`config.mk`:
```
export PLATFORM = sky130hd
export DESIGN_NAME = bbox_tracker
export DESIGN_NICKNAME = d
export VERILOG_FILES = /design/src/rtl/bbox_tracker.sv
export SDC_FILE = /design/constraint.sdc
export NUM_CORES = 1
export LEC_CHECK = 0
export CORE_MARGIN = 10
export CORE_UTILIZATION = 35
export DETAILED_ROUTE_END_ITERATION = 10
export HOLD_SLACK_MARGIN = 0.06
export PLACE_DENSITY_LB_ADDON = 0.05
export REMOVE_ABC_BUFFERS = 1
export SYNTH_ARGS = -nofsm -noshare
export SYNTH_HDL_FRONTEND = slang
export SYNTH_SLANG_ARGS = --single-unit
```
`constraint.sdc`:
```
create_clock -name CLK -period 3.22 [get_ports CLK]
set_input_delay 0.483 -clock CLK [delete_from_list [all_inputs] [get_ports CLK]]
set_output_delay 0.483 -clock CLK [all_outputs]
set_load 0.05 [all_outputs]
```
`src/rtl/bbox_tracker.sv`:
```
// Bounding-box tracker for a binary pixel stream: accumulates min/max x/y and a set-pixel count
// over one frame and commits them, including the last pixel, one cycle after that pixel.
module bbox_tracker #(
    parameter int unsigned H_ACTIVE  = 640,
    parameter int unsigned V_ACTIVE  = 480,
    parameter int unsigned MIN_COUNT = 16
) (
    input  logic        CLK,
    input  logic        RST,
    input  logic        Value,
    input  logic        Data_in,
    input  logic        Frame_start,
    output logic [9:0]  X_min,
    output logic [9:0]  X_max,
    output logic [9:0]  Y_min,
    output logic [9:0]  Y_max,
    output logic [18:0] Pix_count,
    output logic        Box_valid,
    output logic        Done,
    output logic        Frame_err
);

    localparam logic [9:0]  XLast   = 10'(H_ACTIVE - 1);
    localparam logic [9:0]  YLast   = 10'(V_ACTIVE - 1);
    localparam logic [9:0]  MinInit = 10'h3FF;
    localparam logic [18:0] MinCnt  = 19'(MIN_COUNT);

    typedef enum logic {StWaitSof, StActive} state_e;

    state_e      state_q, state_d;
    logic [9:0]  x_q, x_d, y_q, y_d;
    logic [9:0]  xmin_q, xmin_d, xmax_q, xmax_d, ymin_q, ymin_d, ymax_q, ymax_d;
    logic [18:0] cnt_q, cnt_d;
    logic [9:0]  oxmin_q, oxmin_d, oxmax_q, oxmax_d, oymin_q, oymin_d, oymax_q, oymax_d;
    logic [18:0] ocnt_q, ocnt_d;
    logic        ovalid_q, ovalid_d, done_q, done_d, err_q, err_d;

    logic        sof, take, abort, last, hit;
    logic [9:0]  px, py;
    logic [9:0]  bxmin, bxmax, bymin, bymax;
    logic [18:0] bcnt;
    logic [9:0]  mxmin, mxmax, mymin, mymax;
    logic [18:0] mcnt;

    // A qualified Frame_start always restarts at (0,0); in ACTIVE it is an abort,
    // even when it lands on the last pixel.
    assign sof   = Value & Frame_start;
    assign take  = Value & ((state_q == StActive) | Frame_start);
    assign abort = sof & (state_q == StActive);
    assign px    = sof ? 10'd0 : x_q;
    assign py    = sof ? 10'd0 : y_q;
    assign last  = take & ~abort & (px == XLast) & (py == YLast);
    assign hit   = take & Data_in;

    always_ff @(posedge CLK or negedge RST) begin
        if (!RST) begin
            state_q <= StWaitSof;
        end else begin
            state_q <= state_d;
        end
    end

    always_comb begin
        state_d = state_q;
        if (last) begin
            state_d = StWaitSof;
        end else if (sof) begin
            state_d = StActive;
        end
    end

    always_comb begin
        // Merge the current pixel into either the running or a freshly initialised accumulator.
        bxmin = sof ? MinInit : xmin_q;
        bxmax = sof ? 10'd0   : xmax_q;
        bymin = sof ? MinInit : ymin_q;
        bymax = sof ? 10'd0   : ymax_q;
        bcnt  = sof ? 19'd0   : cnt_q;
        mxmin = (hit && px < bxmin) ? px : bxmin;
        mxmax = (hit && px > bxmax) ? px : bxmax;
        mymin = (hit && py < bymin) ? py : bymin;
        mymax = (hit && py > bymax) ? py : bymax;
        mcnt  = bcnt + {18'd0, hit};

        x_d      = x_q;
        y_d      = y_q;
        xmin_d   = mxmin;
        xmax_d   = mxmax;
        ymin_d   = mymin;
        ymax_d   = mymax;
        cnt_d    = mcnt;
        oxmin_d  = oxmin_q;
        oxmax_d  = oxmax_q;
        oymin_d  = oymin_q;
        oymax_d  = oymax_q;
        ocnt_d   = ocnt_q;
        ovalid_d = ovalid_q;
        done_d   = last;
        err_d    = abort;

        if (take) begin
            if (px == XLast) begin
                x_d = 10'd0;
                y_d = py + 10'd1;
            end else begin
                x_d = px + 10'd1;
                y_d = py;
            end
        end

        if (last) begin
            x_d      = 10'd0;
            y_d      = 10'd0;
            xmin_d   = MinInit;
            xmax_d   = 10'd0;
            ymin_d   = MinInit;
            ymax_d   = 10'd0;
            cnt_d    = 19'd0;
            oxmin_d  = (mcnt == 19'd0) ? 10'd0 : mxmin;
            oxmax_d  = mxmax;
            oymin_d  = (mcnt == 19'd0) ? 10'd0 : mymin;
            oymax_d  = mymax;
            ocnt_d   = mcnt;
            ovalid_d = (mcnt >= MinCnt);
        end
    end

    always_ff @(posedge CLK or negedge RST) begin
        if (!RST) begin
            x_q      <= 10'd0;
            y_q      <= 10'd0;
            xmin_q   <= MinInit;
            xmax_q   <= 10'd0;
            ymin_q   <= MinInit;
            ymax_q   <= 10'd0;
            cnt_q    <= 19'd0;
            oxmin_q  <= 10'd0;
            oxmax_q  <= 10'd0;
            oymin_q  <= 10'd0;
            oymax_q  <= 10'd0;
            ocnt_q   <= 19'd0;
            ovalid_q <= 1'b0;
            done_q   <= 1'b0;
            err_q    <= 1'b0;
        end else begin
            x_q      <= x_d;
            y_q      <= y_d;
            xmin_q   <= xmin_d;
            xmax_q   <= xmax_d;
            ymin_q   <= ymin_d;
            ymax_q   <= ymax_d;
            cnt_q    <= cnt_d;
            oxmin_q  <= oxmin_d;
            oxmax_q  <= oxmax_d;
            oymin_q  <= oymin_d;
            oymax_q  <= oymax_d;
            ocnt_q   <= ocnt_d;
            ovalid_q <= ovalid_d;
            done_q   <= done_d;
            err_q    <= err_d;
        end
    end

    assign X_min     = oxmin_q;
    assign X_max     = oxmax_q;
    assign Y_min     = oymin_q;
    assign Y_max     = oymax_q;
    assign Pix_count = ocnt_q;
    assign Box_valid = ovalid_q;
    assign Done      = done_q;
    assign Frame_err = err_q;

endmodule
```
# ---- Word level (Yosys, flattened, before mapping)
# Index checks and enable logic that the tools add are counted.
dict set report word_totals {
  elab_cells 68
  output_inout_bits 62
  inputBits 5
  ff_bits 142
}
dict set report classes {
  muxes 26
  n_addsub 3
  n_reduce_logical 7
  order_cmp 5
  bitwise_logic 9
  n_eq_ne 2
}
# operator n
set op_table {}
lappend op_table {{$mux W10} 22}
lappend op_table {{$mux W19} 2}
lappend op_table {{$add A10 B1 Y10 const B} 2}
lappend op_table {{$gt A10 B10 Y1} 2}
lappend op_table {{$lt A10 B10 Y1} 2}
lappend op_table {{$add A19 B1 Y19} 1}
lappend op_table {{$ge A19 B5 Y1 const B} 1}
lappend op_table {{$logic_not A19 Y1} 1}
lappend op_table {{$eq A10 B10 Y1 const B} 1}
lappend op_table {{$eq A10 B9 Y1 const B} 1}
lappend op_table {{$and A1 B1 Y1} 7}
lappend op_table {{$logic_and A1 B1 Y1} 4}
lappend op_table {{$reduce_bool A2 Y1} 2}
lappend op_table {{$mux W1} 2}
lappend op_table {{$not A1 Y1} 1}
lappend op_table {{$or A1 B1 Y1} 1}

# ---- Longest topological paths before layout
# Gate-level depths: netlist of the first run.
dict set report depth {
  depth_word 7
  depth_mapped 18
}

# ---- Worst setup path before layout of the first run
# OpenSTA, ideal clock, no wires.
dict set report synth_timing {
  path_kind {in2reg}
  from {input Value}
  to {register oymin_q[9], in the netlist Y_min[9]}
  path_buffers 6
  cell_stages 17
  setup_time_ps 122
  path_slack_ps -1601
  t_arrival_ps 4699
  path_cell_list {nand2_1 -> clkbuf_1 -> clkbuf_1 -> clkbuf_1 -> clkbuf_1 -> clkbuf_1 -> and2_1 -> ha_1 -> ha_1 -> nand4_2 -> or4_1 -> clkbuf_2 -> o31a_1 -> o21ai_2 -> or4b_4 -> o31a_1 -> a32o_1}
}
dict set report synth_via {
  elab_chain_cells 6
  word_cells_on_any_way 20
  cone_classes {add/sub (1); order compare (1); eq/ne (2); mux (6); bitwise (8); reduce/logical (2)}
}
# item line_no
set synth_rtl {}
lappend synth_rtl {{from (decl)} 10} ;# input logic Value,
lappend synth_rtl {{parallel branches: the longest is 6 deep, another holds $add A19 B1 Y19} --}
lappend synth_rtl {{to (signal assigned)} 155} ;# oymin_q <= oymin_d;
lappend synth_rtl {{to (decl)} 34} ;# logic [9:0] oxmin_q, oxmin_d, oxmax_q, oxmax_d, oymin_q, oymin_d, oymax_q, oymax_d;
# Parallel ways; which one is timed is not known.
# A chain may end at the register's enable or synchronous reset.

# ---- Worst setup path in the final report of the first run
dict set report layout_timing {
  from {input Data_in}
  to {register oymin_q[9], in the netlist Y_min[9]}
}
dict set report layout_via {
  elab_chain_cells 4
  word_cells_on_any_way 6
  cone_classes {add/sub (1); mux (2); bitwise (1); reduce/logical (2)}
}
# item line_no
set layout_rtl {}
lappend layout_rtl {{from (decl)} 11} ;# input logic Data_in,
lappend layout_rtl {{$and A1 B1 Y1 (*)} 53} ;# assign hit = take & Data_in;
lappend layout_rtl {{$add A19 B1 Y19 or $logic_and A1 B1 Y1 (tied branches)} {83, 81}}
lappend layout_rtl {{$logic_not A19 Y1 or $mux W10 (tied branches)} {121, 81}}
lappend layout_rtl {{$mux W10 (*)} 121} ;# oymin_d = (mcnt == 19'd0) ? 10'd0 : mymin;
# Every way passes the cells marked *; elsewhere a longest branch is shown, timed or not.

==> results_dict.tcl, run 1 <==
set metrics [dict create \
    outcome "completed" \
    worst_pin_slew_ns 0.687 \
    ys_types 58 \
    cp.required_ns 3.53 \
    syn_area_mm2 0.00723 \
    setup_violations 0 \
    rsz0062_at_grt "yes" \
    synth.avg_cell_area_um2 9.26 \
    crit_chain "clkdlybuf4s50_1 -> nand2_2 -> inv_2 -> ha_4 -> ha_4 -> buf_4 -> and3_1 -> nand3_1 -> o31ai_1 -> o21ai_0 -> or4b_4 -> o31a_4 -> a32o_1" \
    fp.dieW_um 164 \
    crit_type "input pin to register" \
    crit_arrival_ns 3.49 \
    via_count 6194 \
    regArea_mm2 0.00358 \
    finalCritPeriodShare 0.986 \
    dieArea_mm2 0.0268 \
    place_ws_ns -0.914 \
    numCtsBuffers 17 \
    cts_tree "yes" \
    port_buffers 66 \
    ys_ff_latch 142 \
    clockRootBuffer "clkbuf_16" \
    area_delta_synth_final_pct 34.9 \
    synth-seq-area-share 0.495 \
    globalplace.congestion 0.881 \
    drc 0 \
    rr_worst_depth 13 \
    avgViaCountPerCell 5.06 \
    maxSlewViolCount 0 \
    cp_common_cell "ha_4" \
    synthCells 781 \
    start_kind "input pin" \
    hold_ws_ns 0.0738 \
    core-area_mm2 0.0203 \
    crit_slowest_cell "or4b_4" \
    endpoint_kind "register" \
    multi_input_area_mm2 0.00352 \
    finClkSkew_ns 0.0180 \
    dr.first_iter.drc_count 397 \
    grt_pass1_vias 6320 \
    antenna_cells 0 \
    p_leak_uw 0.00463 \
    path_max_fanout 7 \
    clk_pin_slew_ns 0.06 \
    dp_hpwl_um 15200 \
    period_minus_slack_ns 3.17 \
    cts_hold_buf 0 \
    clockBufferDepth 2 \
    synth_edf_count 0 \
    yosysWarnings 0 \
    ir_worst_vdd_mv 0.313 \
    wl_per_cell_um 17.0 \
    die_h_um 164 \
    setup-tns-final_ns 0 \
    cts_max_level 4 \
    initial_core_util 0.356 \
    row_count 52 \
    nets 988 \
    grt_overflow 0 \
    async_flop_share 1.00 \
    grt_pass1_wl_um 34200 \
    detail_route.wirelength_um 20800 \
    yosysMostFrequentCell "nand2_1" \
    rr_endpoint "Y_min[9]$_DFFE_PN0P_" \
    yosys-top-cells-count "nand2_1 (149), dfrtp_1 (122), nor2_1 (87), o21ai_0 (78), ha_1 (42)" \
    detail_route.first_pass.iterations 5 \
    grt.total_usage 0.160 \
    r2r_setup_slack_ns 0.06 \
    synth_top_area_share 0.422 \
    critical_path.max_stage_delay_ns 0.56 \
    min_path_type "input pin to asynchronous set/reset pin" \
    clk-insertion-delay-late_ns 0.44 \
    top_level_ports 67 \
    cap_violations 0 \
    antenna_found_initial 0 \
    detail-route-antenna-nets 0 \
    synth_top_cell_by_area "dfrtp_1" \
    fillerInstances 2008 \
    hold_viol_final 0 \
    setup_slack_ns 0.0463 \
    maxSlewHeadroom 0.542 \
    cts.sinks 142 \
    clock.fmax_mhz 315 \
    dominantRegCellSynth "dfrtp_1" \
    synth_area_leaders "dfrtp_1 (42%), nand2_1 (7.7%), dfstp_2 (7.3%)" \
    r2r-start "state_q$_DFFE_PN0P_" \
    layout-drive-gt1-share 0.222 \
    grt_max_degree 72 \
    powerDensity_mw_per_mm2 468 \
]
[report_power, final]
| part | leakage [uW] | internal (uW) | switching (uW) |
|---|---|---|---|
| logic | 0.00243 | 217 | 282 |
| clock network | 0.000296 | 1370 | 786 |
| registers | 0.00190 | 1880 | 37.7 |
| total | 0.00463 | 3460 | 1110 |
[final cells by class]
class                   instances  share of cell area
repair buffers                181               0.165
multi-input cells             577               0.361
clock buffers                  20              0.0447
flip-flops and latches        142               0.367
clock inverters                11              0.0196
well taps                     270              0.0346
inverters                      22             0.00846
[layout by cell type, fill, tap and decap left out, drive strengths merged, types with 6 or more instances in the layout]
cell and instances:
dfstp 20, a22o 8, inv 21, o31ai 6, nor2 87, nand2 150
nand4 20, ha 42, a21oi 19, a21o 9, clkbuf 20, clkdlybuf4s50 63
o21ai 89, buf 116, nand3 13, xor2 10, mux2 23, a31oi 11
dfrtp 122, nor3 9, and2 16, nor4 7
[cell families (layout without fill, tap and decap cells)]
kind of cell    count (synthesis)  count (layout)  share of synthesized area
xor+xnor                       13              13                     0.0157
fa+ha+maj                      42              42                     0.0727
simple gates                  330             330                      0.204
buf+inv                        62             234                     0.0339
mux                            26              26                     0.0400
flops                         142             142                      0.495
compound gates                166             166                      0.139
[routing by layer]
| metal | part of all wire | global-route usage | routed length, um | up-vias |
|---|---|---|---|---|
| li1 | - | - | - | 3041 |
| met1 | 0.48 | 0.220 | 10000 | 3010 |
| met2 | 0.46 | 0.248 | 9590 | 119 |
| met3 | 0.043 | 0.0355 | 891 | 24 |
| met4 | 0.013 | 0.0467 | 278 | 0 |
| met5 | 0 | 0 | 0 | - |
[worst max-delay path: cells and delay by family]
kind	cells	cell delay (ns)
and+or+nand+nor	4	0.99
buffers and inverters	3	0.65
adders and majority gates	2	0.28
AOI/OAI and AO/OA	4	1.06
[worst max-delay path by stage]
stage,startpoint,to,slack (ns)
final,Data_in,Y_min[9]$_DFFE_PN0P_,0.05
after CTS,Data_in,Y_min[9]$_DFFE_PN0P_,0.009
after floorplan,Value,Y_min[1]$_DFFE_PN0P_,-2.02
after detailed placement,Frame_start,Y_min[9]$_DFFE_PN0P_,-0.91
after global placement,Value,Y_min[9]$_DFFE_PN0P_,-0.85
after global routing,state_q$_DFFE_PN0P_,Y_min[9]$_DFFE_PN0P_,-0.08
[metrics by stage]
step | total power [uW] | util | instances | cell area [um^2]
2_1_floorplan | 2220 | - | 741 | 7070
3_3_place_gp | 2420 | 0.443 | 1189 | 9000
4_1_cts | 4630 | 0.476 | 1221 | 9670
6_report | 4570 | 0.481 | 1223 | 9760
3_5_place_dp | 2430 | 0.443 | 1189 | 9000
5_1_grt | 4780 | 0.481 | 1223 | 9760
[state kept, by name, summed over array words and instances, names as in the netlist]
signal,count
ymax_q,10
xmin_q,10
Y_max,10
X_max,10
state_q,1
Done,1
cnt_q,19
xmax_q,10
y_q,10
Pix_count,19
Y_min,10
X_min,10
ymin_q,10
x_q,10
Frame_err,1
Box_valid,1
[what timing repair did]
item	in CTS	in global routing
gates resized for setup	13	16
endpoints found under the setup margin	69	78
setup buffers	1	2
endpoints found under the hold margin	0	0
pin swaps	3	12
Note: power is estimated with default switching activity, not from simulation.
==> inputs of run 2 (changes only) <==
--- a/config.mk
+++ b/config.mk
@@ -6,7 +6,7 @@
 export NUM_CORES = 1
 export LEC_CHECK = 0
 export CORE_MARGIN = 10
-export CORE_UTILIZATION = 35
+export CORE_UTILIZATION = 50
 export DETAILED_ROUTE_END_ITERATION = 10
 export HOLD_SLACK_MARGIN = 0.06
 export PLACE_DENSITY_LB_ADDON = 0.05
==> run 2 against run 1 <==
  * The flow now finishes with violations (negative setup slack)
  * Sequential share of layout area shrank 0.32 points
  * Final area rose by 0.88%
  * Maximum frequency down 4.8%
  * Highest routed layer unchanged
  * First-iteration DRC count rose by 14%
  * Die area is 27% lower
  * Critical path depth increased by 2
  * Combinational power grew 4%
==> results_dict.tcl, run 2 (synthesis gave the netlist of run 1 again) <==
set metrics [dict create \
    outcome "complete, but fails checks" \
    violations "negative setup slack" \
    fin_area_mm2 0.00985 \
    globalplace.congestion 0.900 \
    setup-tns-final_ns -1.32 \
    finClkSkew_ns 0.00559 \
    cap_violations 0 \
    via_count 6456 \
    grt.total_usage 0.206 \
    start_kind "register" \
    clk-insertion-delay-late_ns 0.42 \
    row_count 43 \
    period_minus_slack_ns 3.33 \
    worst_pin_slew_ns 0.537 \
    antenna_cells 0 \
    grt_pass1_vias 6613 \
    setup_slack_ns -0.114 \
    cts_max_level 4 \
    ir_worst_vdd_mv 0.377 \
    finalPower_uw 4590 \
    port_buffers 66 \
    place_ws_ns -0.887 \
    dieArea_mm2 0.0197 \
    detail_route.first_pass.iterations 6 \
    endpoint_kind "register" \
    fp.dieW_um 140 \
    clockRootBuffer "clkbuf_16" \
    wl_per_cell_um 17.5 \
    avgViaCountPerCell 5.63 \
    hold_ws_ns 0.472 \
    clk_pin_slew_ns 0.06 \
    crit_slowest_cell "or4b_4" \
    min_path_type "register to register" \
    dp_hpwl_um 13700 \
    numCtsBuffers 17 \
    top_level_ports 67 \
    core-area_mm2 0.0140 \
    mostFrequentLayoutCells "nand2_1 (146), dfrtp_1 (122), buf_4 (114)" \
    detail-route-antenna-nets 0 \
    area_delta_synth_final_pct 36.1 \
    fillerInstances 1063 \
    dr.first_iter.drc_count 453 \
    placed_area_mm2 0.00883 \
    clockBufferDepth 2 \
    cts.sinks 142 \
    final_common_cell "nand2_1" \
    finalCritPeriodShare 1.04 \
    cts_tree "yes" \
    grt_overflow 0 \
    maxSlewViolCount 0 \
    drc 0 \
    initial_core_util 0.515 \
    grt_max_degree 105 \
    p_leak_uw 0.00471 \
    die_h_um 140 \
    rsz0062_at_grt "yes" \
    path_max_fanout 7 \
    r2r_setup_slack_ns -0.11 \
    detail_route.wirelength_um 20100 \
    maxSlewHeadroom 0.642 \
    layout-drive-gt1-share 0.252 \
    setup_violations 14 \
    crit_chain "o21a_1 -> nand2_2 -> inv_2 -> ha_4 -> buf_4 -> and4_1 -> buf_4 -> and4_1 -> o21ai_1 -> nand4_1 -> or4b_4 -> buf_6 -> o31ai_4 -> buf_6 -> o21ai_1" \
    powerDensity_mw_per_mm2 466 \
    clock.fmax_mhz 300 \
    crit_type "register to register" \
    cp.required_ns 3.51 \
    crit_arrival_ns 3.62 \
    hold_viol_final 0 \
    nets 1000 \
    grt_pass1_wl_um 33200 \
    antenna_found_initial 0 \
    critical_path.max_stage_delay_ns 0.58 \
]
## run 2: path summary, 6_finish.rpt
path                       cells past startpoint                     start                        to
max                                           15       state_q$_DFFE_PN0P_      Y_min[5]$_DFFE_PN0P_
min                                            2  Pix_count[0]$_DFFE_PN0P_  Pix_count[0]$_DFFE_PN0P_
max reg2reg                                   15       state_q$_DFFE_PN0P_      Y_min[5]$_DFFE_PN0P_
min reg2reg                                    2  Pix_count[0]$_DFFE_PN0P_  Pix_count[0]$_DFFE_PN0P_
max in group asynchronous                      3                       RST       ymin_q[0]$_DFF_PN1_
min in group asynchronous                      2                       RST      Y_min[4]$_DFFE_PN0P_
## run 2: layout make-up
cell class                      instances  area (um^2)  area share
Clock inverter                         14          216      0.0220
Timing Repair Buffer                  192         1710       0.173
Inverter                               22         82.6     0.00839
Multi-Input combinational cell        578         3610       0.366
Tap cell                              180          225      0.0229
Clock buffer                           18          429      0.0436
Sequential cell                       142         3580       0.363
## run 2: routing by layer
metal / share of wire / track usage / vias up
met5: 0 / 0 / -
met3: 0.072 / 0.0602 / 25
met1: 0.43 / 0.265 / 3151
li1: - / - / 3084
met4: 0.018 / 0.0701 / 0
met2: 0.48 / 0.324 / 196
## run 2: what timing repair did
item,4_1_cts,5_1_grt
endpoints found under the setup margin,43,108
pin swaps,9,14
gates resized for setup,26,40
buffers inserted,15,4
hold buffers,1,0
hold endpoints to repair,33,0
cloned,1,1
## run 2: report_power, final
group | switching, uW | internal (uW)
registers | 40.8 | 1880
logic | 287 | 229
clock network | 775 | 1380
total | 1100 | 3480
## run 2: worst max-delay path, delay by kind of cell (launching register included)
kind | cells | cell delay [ns]
fa+ha+maj | 1 | 0.17
compound gates | 4 | 0.76
simple gates | 5 | 1.21
buf+inv | 5 | 0.66
flops | 1 | 0.40
## run 2: through the flow
stage                     cells  utilization
after floorplan             741            -
after global placement     1092        0.629
after detailed placement   1092        0.629
after CTS                  1141        0.691
after global routing       1146        0.701
final                      1146        0.701
==> inputs of run 3 (changes only) <==
--- a/config.mk
+++ b/config.mk
@@ -5,11 +5,13 @@
 export SDC_FILE = /design/constraint.sdc
 export NUM_CORES = 1
 export LEC_CHECK = 0
+export CORE_ASPECT_RATIO = 1.25
 export CORE_MARGIN = 10
 export CORE_UTILIZATION = 50
 export DETAILED_ROUTE_END_ITERATION = 10
 export HOLD_SLACK_MARGIN = 0.06
 export PLACE_DENSITY_LB_ADDON = 0.05
+export RECOVER_POWER = 50
 export REMOVE_ABC_BUFFERS = 1
 export SYNTH_ARGS = -nofsm -noshare
 export SYNTH_HDL_FRONTEND = slang
==> run 3 against run 2 <==
  * The flow still finishes with violations (negative setup slack)
  * Register-to-register slack better by 0.09 ns
  * Total power is 6.2% lower
  * Final cell count is 0.52% lower
  * Clock skew hardly changed
  * Combinational power is 1% higher
  * Clock power is 13% lower
  * Critical path depth is 2 lower
  * First-iteration DRC count is 25% lower
  * Sequential cell count stayed put
  * Die area is 0.16% higher
  * Setup slack better by 0.094 ns
  * Sequential share of layout area is 0.91 points higher
  * Critical path type unchanged
  * Critical endpoint is now Y_min[9]$_DFFE_PN0P_
  * Largest power group is now registers
  * Highest routed layer unchanged
==> results_dict.tcl, run 3 (synthesis gave the netlist of run 1 again) <==
set metrics [dict create \
    outcome "complete, but fails checks" \
    violations "negative setup slack" \
    nets 996 \
    mostFrequentLayoutCells "nand2_1 (147), dfrtp_1 (122), buf_4 (115)" \
    ir_worst_vdd_mv 0.372 \
    cts.sinks 142 \
    endpoint_kind "register" \
    detail_route.first_pass.iterations 8 \
    crit_chain "o21a_1 -> nand2_2 -> inv_2 -> ha_4 -> buf_4 -> and4_1 -> buf_4 -> and4_1 -> o21ai_1 -> nand4_1 -> or4b_4 -> o31a_1 -> a32o_1" \
    crit_arrival_ns 3.55 \
    globalplace.congestion 0.928 \
    grt_util_met2 0.342 \
    via_count 6277 \
    clk_pin_slew_ns 0.06 \
    cap_violations 0 \
    port_buffers 66 \
    dpl.cell_count 1103 \
    cts_max_level 4 \
    avgViaCountPerCell 5.51 \
    dp_hpwl_um 14200 \
    grt_overflow 0 \
    die_h_um 154 \
    top_level_ports 67 \
    fp.dieW_um 128 \
    detail-route-antenna-nets 0 \
    maxSlewViolCount 0 \
    wl_per_cell_um 17.1 \
    final_common_cell "nand2_1" \
    clk-insertion-delay-late_ns 0.42 \
    r2r_setup_slack_ns -0.02 \
    power_frac_comb 0.121 \
    worstHoldEndpoint "y_q[1]$_DFFE_PN0P_" \
    maxSlewHeadroom 0.602 \
    seq_power_share 0.446 \
    finalCritPeriodShare 1.01 \
    grt.total_usage 0.201 \
    dr.first_iter.drc_count 342 \
    antenna_cells 0 \
    place_ws_ns -0.860 \
    rr_worst_depth 13 \
    min_path_type "register to register" \
    internal_power_uw 3210 \
    p_switching_uw 1100 \
    worst_pin_slew_ns 0.596 \
    grt_max_degree 63 \
    power_frac_clock 0.433 \
    final_cells 1140 \
    grt_pass1_vias 6604 \
    detail_route.wirelength_um 19500 \
    crit_slowest_cell "or4b_4" \
    layout-drive-gt1-share 0.231 \
    hold_ws_ns 0.473 \
    holdPathStages 2 \
    setup_violations 1 \
    clock.fmax_mhz 309 \
    critical_path.max_stage_delay_ns 0.57 \
    initial_core_util 0.506 \
    grt_pass1_wl_um 32300 \
    cp.required_ns 3.53 \
    clockRootBuffer "clkbuf_16" \
    clockBufferDepth 2 \
    path_max_fanout 7 \
    use_met3 0.0455 \
    placed_area_mm2 0.00888 \
    hold_start "y_q[1]$_DFFE_PN0P_" \
    crit_type "register to register" \
    grtUsageMet1 0.238 \
    r2r-start "state_q$_DFFE_PN0P_" \
    antenna_found_initial 0 \
    area_delta_synth_final_pct 32.8 \
    dieArea_mm2 0.0197 \
    hold_viol_final 0 \
    finClkSkew_ns 0.00577 \
    setup_slack_ns -0.0199 \
    core-area_mm2 0.0143 \
    p_leak_uw 0.00462 \
    row_count 49 \
    cts_tree "yes" \
    top_usage_layer "met2" \
    fin_area_mm2 0.00961 \
    powerDensity_mw_per_mm2 448 \
    drc 0 \
    numCtsBuffers 17 \
    rsz0062_at_grt "yes" \
    netSwitchingFraction 0.255 \
    period_minus_slack_ns 3.24 \
    start_kind "register" \
    rr_endpoint "Y_min[9]$_DFFE_PN0P_" \
]
[run 3: changes by cell type in the layout (fill, tap and decap cells not counted), sizes merged]
cell,change
a21oi,-1
inv,+1
clkdlybuf4s15,+2
clkinv,+2
clkbuf,+2
buf,-3
dlygate4sd2,-2
clkinvlp,-1
bufinv,-4
[run 3: worst max-delay path by stage]
stage / slack [ns] / to / start / depth (start not counted)
after floorplan: -2.02 / Y_min[1]$_DFFE_PN0P_ / Value / 12
after global placement: -0.81 / Y_min[9]$_DFFE_PN0P_ / Value / 15
after detailed placement: -0.86 / Y_min[9]$_DFFE_PN0P_ / Value / 13
after CTS: 0.0002 / Y_min[9]$_DFFE_PN0P_ / state_q$_DFFE_PN0P_ / 12
after global routing: -0.10 / Y_min[9]$_DFFE_PN0P_ / state_q$_DFFE_PN0P_ / 14
final: -0.02 / Y_min[9]$_DFFE_PN0P_ / state_q$_DFFE_PN0P_ / 13
[run 3: worst max-delay path, delay by kind of cell (launching register included)]
kind | cells | cell delay (ns)
AO/OA/AOI/OAI | 4 | 1.11
buffers and inverters | 3 | 0.31
flip-flops | 1 | 0.38
AND/OR/NAND/NOR | 5 | 1.16
adder cells (fa/ha/maj) | 1 | 0.16
[run 3: stage by stage]
step / TNS (ns) / util / power (uW)
floorplan: -172.27 / - / 2220
global placement: -65.86 / 0.622 / 2440
detailed placement: -85.16 / 0.622 / 2450
CTS: 0 / 0.667 / 4340
global route: -0.577 / 0.672 / 4480
finish: -0.0199 / 0.672 / 4300
[run 3: power by group through the flow]
stage | logic [uW] | registers (uW) | clock network, uW
after floorplan | 276 | 1940 | 0
after global placement | 490 | 1950 | 0
after detailed placement | 501 | 1950 | 0
after CTS | 521 | 1920 | 1910
after global routing | 588 | 1930 | 1960
final | 522 | 1920 | 1860
[run 3: area by class of cell]
cell class	count	area, um^2
clock buffer	20	447
clock inverter	12	115
fill	1157	4680
inverter	22	82.6
multi-input combinational	577	3520
sequential	142	3580
tap	178	223
timing repair buffer	189	1640
[run 3: layer usage]
metal | vias to the layer above | part of all wire
met5 | - | 0
met4 | 0 | 0.024
met3 | 33 | 0.042
met2 | 123 | 0.51
met1 | 3073 | 0.43
li1 | 3048 | -
[run 3: what timing repair did]
action,in CTS,in global routing
buffers inserted,1,3
resized for setup,23,14
hold buffers,1,0
endpoints found under the setup margin,124,91
hold endpoints to repair,16,0
pin swaps,8,10
